`config.mk`:
```
export PLATFORM = sky130hd
export DESIGN_NAME = encryption
export DESIGN_NICKNAME = d
export VERILOG_FILES = /design/src/rtl/cryption_pkg.sv /design/src/rtl/encryption_perm.sv /design/src/rtl/encryption.sv
export SDC_FILE = /design/constraint.sdc
export NUM_CORES = 1
export LEC_CHECK = 0
export CAP_MARGIN = 25
export CORE_MARGIN = 1
export CORE_UTILIZATION = 44
export CTS_BUF_LIST = sky130_fd_sc_hd__clkbuf_16
export CTS_CLUSTER_DIAMETER = 80
export DETAILED_ROUTE_END_ITERATION = 7
export PLACE_DENSITY = 0.84
export REMOVE_ABC_BUFFERS = 1
export SYNTH_ARGS = -nofsm -noshare
export SYNTH_HDL_FRONTEND = slang
export SYNTH_HIERARCHICAL = 1
export SYNTH_SLANG_ARGS = --single-unit
export TNS_END_PERCENT = 10
```
`constraint.sdc`:
```
create_clock -name clock -period 1.5 [get_ports clock]
set_input_delay 0.45 -clock clock [delete_from_list [all_inputs] [get_ports clock]]
set_output_delay 0.45 -clock clock [all_outputs]
set_load 0.02 [all_outputs]
```
`src/rtl/cryption_pkg.sv`:
```
// Shared constants and types for the byte-stream encryption/decryption pair:
// default keys, key-rotation length, key-index type and the bit-permutation map.
package cryption_pkg;

  localparam int CNT_MAX = 3;

  localparam logic [7:0] K1_DEFAULT = 8'h3E;
  localparam logic [7:0] K2_DEFAULT = 8'h49;
  localparam logic [7:0] K3_DEFAULT = 8'h7E;

  typedef logic [1:0] kidx_t;

  localparam kidx_t KIDX_K1 = 2'd0;
  localparam kidx_t KIDX_K2 = 2'd1;
  localparam kidx_t KIDX_K3 = 2'd2;

  // Encrypt-side map: permuted bit i is taken from input bit PERM_SRC[i].
  // Decryption uses the inverse map.
  localparam logic [2:0] PERM_SRC [8] = '{3'd1, 3'd3, 3'd4, 3'd7, 3'd6, 3'd2, 3'd5, 3'd0};

  function automatic logic [7:0] key_default(input kidx_t k);
    logic [7:0] key;
    key = 8'h00;
    case (k)
      KIDX_K1: key = K1_DEFAULT;
      KIDX_K2: key = K2_DEFAULT;
      KIDX_K3: key = K3_DEFAULT;
      default: key = 8'h00;
    endcase
    return key;
  endfunction

  // Next key index in the rotation, wrapping after cnt_max-1.
  function automatic kidx_t kidx_next(input kidx_t k, input int cnt_max);
    kidx_t nxt;
    if (k == kidx_t'(cnt_max - 1)) nxt = KIDX_K1;
    else                           nxt = k + 2'd1;
    return nxt;
  endfunction

endpackage

```
`src/rtl/encryption_perm.sv`:
```
// Combinational byte permutation used ahead of the key XOR; the bit map
// lives in cryption_pkg so the decryption side can share it.
module encryption_perm
  import cryption_pkg::*;
(
  input  logic [7:0] d,
  output logic [7:0] p
);

  for (genvar i = 0; i < 8; i++) begin : g_bit
    assign p[i] = d[PERM_SRC[i]];
  end

endmodule

```
`src/rtl/encryption.sv`:
```
// Two-stage pipelined byte encryptor: permute, then XOR with a round-robin key.
// Optional runtime key loading is enabled with `define ENCRYPTION_KEY_LOAD_EN.
module encryption #(
  parameter int N       = 8,
  parameter int CNT_MAX = cryption_pkg::CNT_MAX
) (
  input  logic         clock,
  input  logic         rst,
  input  logic [N-1:0] din,
  input  logic         in_valid,
  input  logic         sop,
  output logic         in_ready,
  output logic [N-1:0] dout,
  output logic         out_valid,
  input  logic         out_ready
`ifdef ENCRYPTION_KEY_LOAD_EN
  ,
  input  logic         key_we,
  input  logic [1:0]   key_sel,
  input  logic [N-1:0] key_wdata
`endif
);

  import cryption_pkg::*;

  // Handshake: a byte transfers on any edge where valid && ready are both high;
  // valid never waits for ready, and dout/out_valid hold while out_ready is low.
  logic         accept;
  logic         s2_load;
  logic         s1_adv;
  logic [N-1:0] perm_byte;
  kidx_t        kidx;
  kidx_t        use_kidx;
  logic         s1_valid;
  logic [N-1:0] s1_data;
  kidx_t        s1_kidx;
  logic [N-1:0] s1_key;

  assign s2_load  = !out_valid || out_ready;
  assign s1_adv   = s1_valid && s2_load;
  // Held high through reset so the source never sees a stall while flushing.
  assign in_ready = rst || !s1_valid || s2_load;
  assign accept   = in_valid && in_ready;
  assign use_kidx = sop ? KIDX_K1 : kidx;

  encryption_perm u_perm (
    .d (din),
    .p (perm_byte)
  );

  always_ff @(posedge clock) begin
    if (rst) begin
      kidx <= KIDX_K1;
    end else if (accept) begin
      kidx <= kidx_next(use_kidx, CNT_MAX);
    end
  end

  // Stage 1: the key index is bound here so stalls cannot shift the rotation.
  always_ff @(posedge clock) begin
    if (rst) begin
      s1_valid <= 1'b0;
      s1_data  <= '0;
      s1_kidx  <= KIDX_K1;
    end else if (accept) begin
      s1_valid <= 1'b1;
      s1_data  <= perm_byte;
      s1_kidx  <= use_kidx;
    end else if (s1_adv) begin
      s1_valid <= 1'b0;
    end
  end

`ifdef ENCRYPTION_KEY_LOAD_EN
  logic [N-1:0] k1_q;
  logic [N-1:0] k2_q;
  logic [N-1:0] k3_q;

  always_ff @(posedge clock) begin
    if (rst) begin
      k1_q <= K1_DEFAULT;
      k2_q <= K2_DEFAULT;
      k3_q <= K3_DEFAULT;
    end else if (key_we) begin
      case (key_sel)
        2'd0:    k1_q <= key_wdata;
        2'd1:    k2_q <= key_wdata;
        2'd2:    k3_q <= key_wdata;
        default: ;
      endcase
    end
  end

  always_comb begin
    s1_key = '0;
    case (s1_kidx)
      KIDX_K1: s1_key = k1_q;
      KIDX_K2: s1_key = k2_q;
      KIDX_K3: s1_key = k3_q;
      default: s1_key = '0;
    endcase
  end
`else
  assign s1_key = key_default(s1_kidx);
`endif

  // Stage 2: output register; only reloads when downstream can take a byte.
  always_ff @(posedge clock) begin
    if (rst) begin
      out_valid <= 1'b0;
      dout      <= '0;
    end else if (s2_load) begin
      out_valid <= s1_valid;
      if (s1_valid) begin
        dout <= s1_data ^ s1_key;
      end
    end
  end

endmodule

```
==> Word-level counts from Yosys, hierarchy flattened <==
Index checks and enable logic that the tools add are counted.
{ "word_totals": {"register_bits": 22, "input_bits": 13, "output_inout_bits": 10, "word_cells": 26} }
{ "op_classes": {"n_addsub": 1, "eq_ne": 3, "mux": 5, "n_bitwise": 1, "reduce_logical": 10} }
{ "ops": {"columns": ["cell", "n"], "rows": [
  ["$pmux W7 S3", 1],
  ["$xor A8 B8 Y8", 1],
  ["$eq A2 B2 Y1 const B", 2],
  ["$mux W2", 2],
  ["$logic_or A1 B1 Y1", 3],
  ["$add A2 B1 Y2 const B", 1],
  ["$eq A2 B1 Y1 const B", 1],
  ["$logic_and A1 B1 Y1", 2],
  ["$logic_not A1 Y1", 2],
  ["$logic_not A2 Y1", 1],
  ["$mux W1", 2],
  ["$reduce_and A2 Y1", 1],
  ["$reduce_bool A2 Y1", 1]
]} }

==> Longest topological paths before layout <==
{ "depth": {"word_depth": 5, "depth_mapped": 7, "mapped_depth_nobuf": 5} }

==> Hierarchy <==
The synthesis kept the hierarchy.
{ "by_module_without_submodules": {"columns": ["module", "n_inst", "cells_per_inst", "area_each_um2"], "rows": [
  ["encryption", 1, 116, 1042.2],
  ["encryption_perm", 1, 8, 60.1]
]} }

==> Worst setup path before layout <==
No wires, ideal clock.
{ "synth_timing": {"path_kind": "input port to flip-flop", "start": "input rst", "end": "register s1_kidx[1]", "arrival_ps": 1486, "slack_ps": -71, "stages": 7, "n_path_buf": 4, "path_cell_list": "buf_6 > nand4bb_1 > buf_2 > and2_4 > buf_6 > buf_6 > o31ai_2"} }
{ "synth_between": {"elab_chain_len": 3} }
{ "synth_rtl": {"columns": ["item", "line", "text"], "rows": [
  ["start, declared", "encryption.sv:8", "input logic rst,"],
  ["$logic_or A1 B1 Y1 (2 in a row)", "encryption.sv:42", "assign in_ready = rst || !s1_valid || s2_load;"],
  ["net in_ready", "encryption.sv:12", "output logic in_ready,"],
  ["$logic_and A1 B1 Y1", "encryption.sv:43", "assign accept = in_valid && in_ready;"],
  ["end signal, assigned", "encryption.sv:68", "s1_kidx <= use_kidx;"],
  ["end, declared", "encryption.sv:36", "kidx_t s1_kidx;"]
]} }
The timed path passes the listed nets, and every way through them passes these cells.
A chain may end at the register's enable or synchronous reset.

==> Worst setup path in the final report <==
{ "layout_timing": {"start": "register out_valid", "end": "output out_valid"} }
{ "layout_rtl": {"columns": ["item", "line", "text"], "rows": [
  ["start, declared", "encryption.sv:14", "output logic out_valid,"],
  ["start signal, assigned", "encryption.sv:113", "out_valid <= s1_valid;"]
]} }
No word-level cell between the ends.

==> summary.md <==
| Metric | Value |
|---|---|
| Worst setup SP type | `register` |
| R2r startpoint | `s1_kidx[0]` |
| CTS tree | `done` |
| Met2 Routed Length | `between 1000 and 1500 microns` |
| Final count of hold timing violations | `0` |
| Non-filler cells, final | `171` |
| Die area | `roughly 2700 sq um` |
| Core outline area | `between 2000 and 2500 sq um` |
| Fin nets | `about 160` |
| Total CTS buffers | `3` |
| RSZ-0062 raised after global routing | `false` |
| Core Util, Final | `0.601` |
| Die height | `about 52 microns` |
| DP HPWL | `around 1500 microns` |
| Final setup margin | `70.0 ps` |
| Starting Density | `0.484` |
| Met3 wire len | `around 95 microns` |
| DR DRC count | `0` |
| Gate Count Post-Synth | `around 120` |
| IO Pins | `23` |
| Design Power | `approximately 1.4 mW` |
| Drt wl/cell | `12.0 microns` |
| Outcome | `completed` |
| Top-count cell post-synth | `dfxtp_1` |
| Synth Warn # | `6` |
| Number of flops mapped to enable cells by yosys | `0` |
| FMAX | `between 600 and 700 MHz` |
| Die width | `roughly 52 microns` |
| Largest cells by area after synthesis | `dfxtp_1 40%, mux2i_1 7.3%, nand2_1 5.8%` |
| Data arrival, critical path | `980 ps` |
| Share of flip-flops with an asynchronous set or reset | `0` |
| Share of layout cells above drive strength 1 | `0.140` |
| Seq/Total Area, Yosys | `0.400` |
| Clock Latency Late Sink | `250 ps` |
| Ys flop type | `dfxtp_1` |
| Pre-antenna DRT Iters | `4` |
| Area delta synth->final | `24.2%` |
| Most common library cells after synthesis | `22 x dfxtp_1, 17 x nand2_1, 11 x o21ai_0` |
| Hold WC Path Type | `register to register` |
| Max Transition Viols Final | `0` |
| CP Capture Type | `primary output` |
| CP Class | `register to primary output` |
| Clk root buf | `clkbuf_16` |
| # Max-Cap Violations | `0` |
| Largest net degree at the start of global routing | `17` |
| Num rows | `17` |
| Placed cells | `between 150 and 200` |
| Setup TNS Final | `0 ps` |
| Overall Global Routing Usage | `0.176` |
| Post-synth top area cell | `dfxtp_1` |
| Buf/Inv on CP | `1` |
| Part of the cycle the worst path needs | `0.953` |
| Number of port buffers | `22` |
| Synth top area share | `0.400` |
| Total congestion overflow | `0` |
| Static leakage | `0.570 nW` |
| Worst path slowest cell | `dfxtp_1` |
| H-tree Lvls | `1` |
| Final Instance Area | `between 1000 and 1500 sq um` |
| Placed standard-cell area | `about 1300 sq um` |
| Seq cells post-synth | `22` |
| Minimum clock period | `around 1400 ps` |
| Initial DRC Count | `5` |
| Slew of the pin with the lowest slew margin | `341 ps` |
| Critical path peak fanout | `4` |
| Initial antenna violation count | `0` |
| Clk_skew | `1.88 ps` |
| Slew HR | `0.772` |
| Pwr dens | `roughly 1000 nW/um^2` |
| Hold_sp | `s1_data[6]` |
| Final hold slack | `~470 ps` |
| Global placement routability congestion | `0.728` |
| Worst path max stage delay | `380 ps` |
| Largest delay share family, worst path | `flip-flops` |
| Yosys cell types | `28` |
| Clock Pin Slew Worst Setup and Hold Paths | `roughly 60 ps` |
| Pre-CTS setup slack | `-639 ps` |
| CTS Buffer Depth | `2` |
| M1 wire length | `around 900 microns` |
| Post-Route WL | `between 2000 and 2500 microns` |
| Worst Path Required | `1050 ps` |
| Vias in the first global route | `just over 800` |
| Worst VDD drop | `between 0.8 and 0.9 mV` |
| Cell chain of the critical path | `dlygate4sd2_1` |
| Worst Setup SP | `out_valid` |
| First-pass GRT wire length | `~3400 microns` |
| # clock sinks | `22` |
| Post-Syn Area per Cell | `around 8.9 sq um` |
| Finish-stage setup viols | `0` |
| Final ANT Viol Nets | `0` |
| Mapped Area | `about 1100 sq um` |
| Via count | `873` |
| Inserted Diodes | `0` |
| DR top layer | `met4` |
| Average via count per standard cell | `5.11` |
[registers in the layout, indices dropped and copies added (netlist names)]
signal and count:
out_valid 1, dout 8, s1_data 8, kidx 2
s1_valid 1, s1_kidx 2
[area by class of cell]
class,count,area (sq um)
clock buffers,3,75.1
clock inverters,1,3.75
fillers,199,907
inverters,5,18.8
multi-input cells,81,532
flip-flops and latches,22,440
well taps,28,35.0
repair buffers,31,264
[routing by layer]
metal  track usage  up-vias
met5             0        -
met4        0.0405        0
met3        0.0614        4
met2         0.308       17
met1         0.202      396
li1              -      456
[report_power, final]
| part | total (mW) | switching (mW) | leakage (nW) | internal, mW |
|---|---|---|---|---|
| Combinational | 0.196 | 0.0998 | 0.351 | 0.0958 |
| Sequential | 0.643 | 0.0226 | 0.181 | 0.621 |
| Clock | 0.553 | 0.197 | 0.0385 | 0.355 |
| Total | 1.39 | 0.320 | 0.570 | 1.07 |
[cells by family (layout without fill, tap and decap cells)]
| group | count (synthesis) | in the layout | synth area share |
|---|---|---|---|
| xor+xnor | 3 | 3 | 0.0238 |
| buf+inv | 21 | 40 | 0.120 |
| mux | 8 | 8 | 0.0726 |
| compound gates | 27 | 27 | 0.158 |
| simple gates | 39 | 39 | 0.180 |
| flops | 22 | 22 | 0.400 |
| fa+ha+maj | 4 | 4 | 0.0454 |
[final timing paths]
kind	end	slack (ps)	cells after the start
setup / recovery	out_valid	70	1
hold reg to reg	s1_data[6]	470	2
hold / removal	s1_data[6]	470	2
setup reg to reg	dout[2]	110	5
[layout by cell type (no fill, tap or decap), types with 4 or more instances in the layout]
cell	netlist	routed
a21oi_1	10	10
buf_4	8	10
clkdlybuf4s50_1	0	10
dfxtp_1	22	22
dlygate4sd2_1	0	9
inv_1	4	4
mux2i_1	8	8
nand2_1	17	17
nand3_1	5	5
nand4_1	4	4
o21ai_0	11	11
or3_1	4	4
[repair_timing]
action                     in CTS  in global routing
setup buffers                   0                  1
gates resized for setup        16                  5
hold buffers                    0                  0
pin swaps                       1                  1
setup endpoints to repair      21                  5
Note: power is estimated with default switching activity, not from simulation.
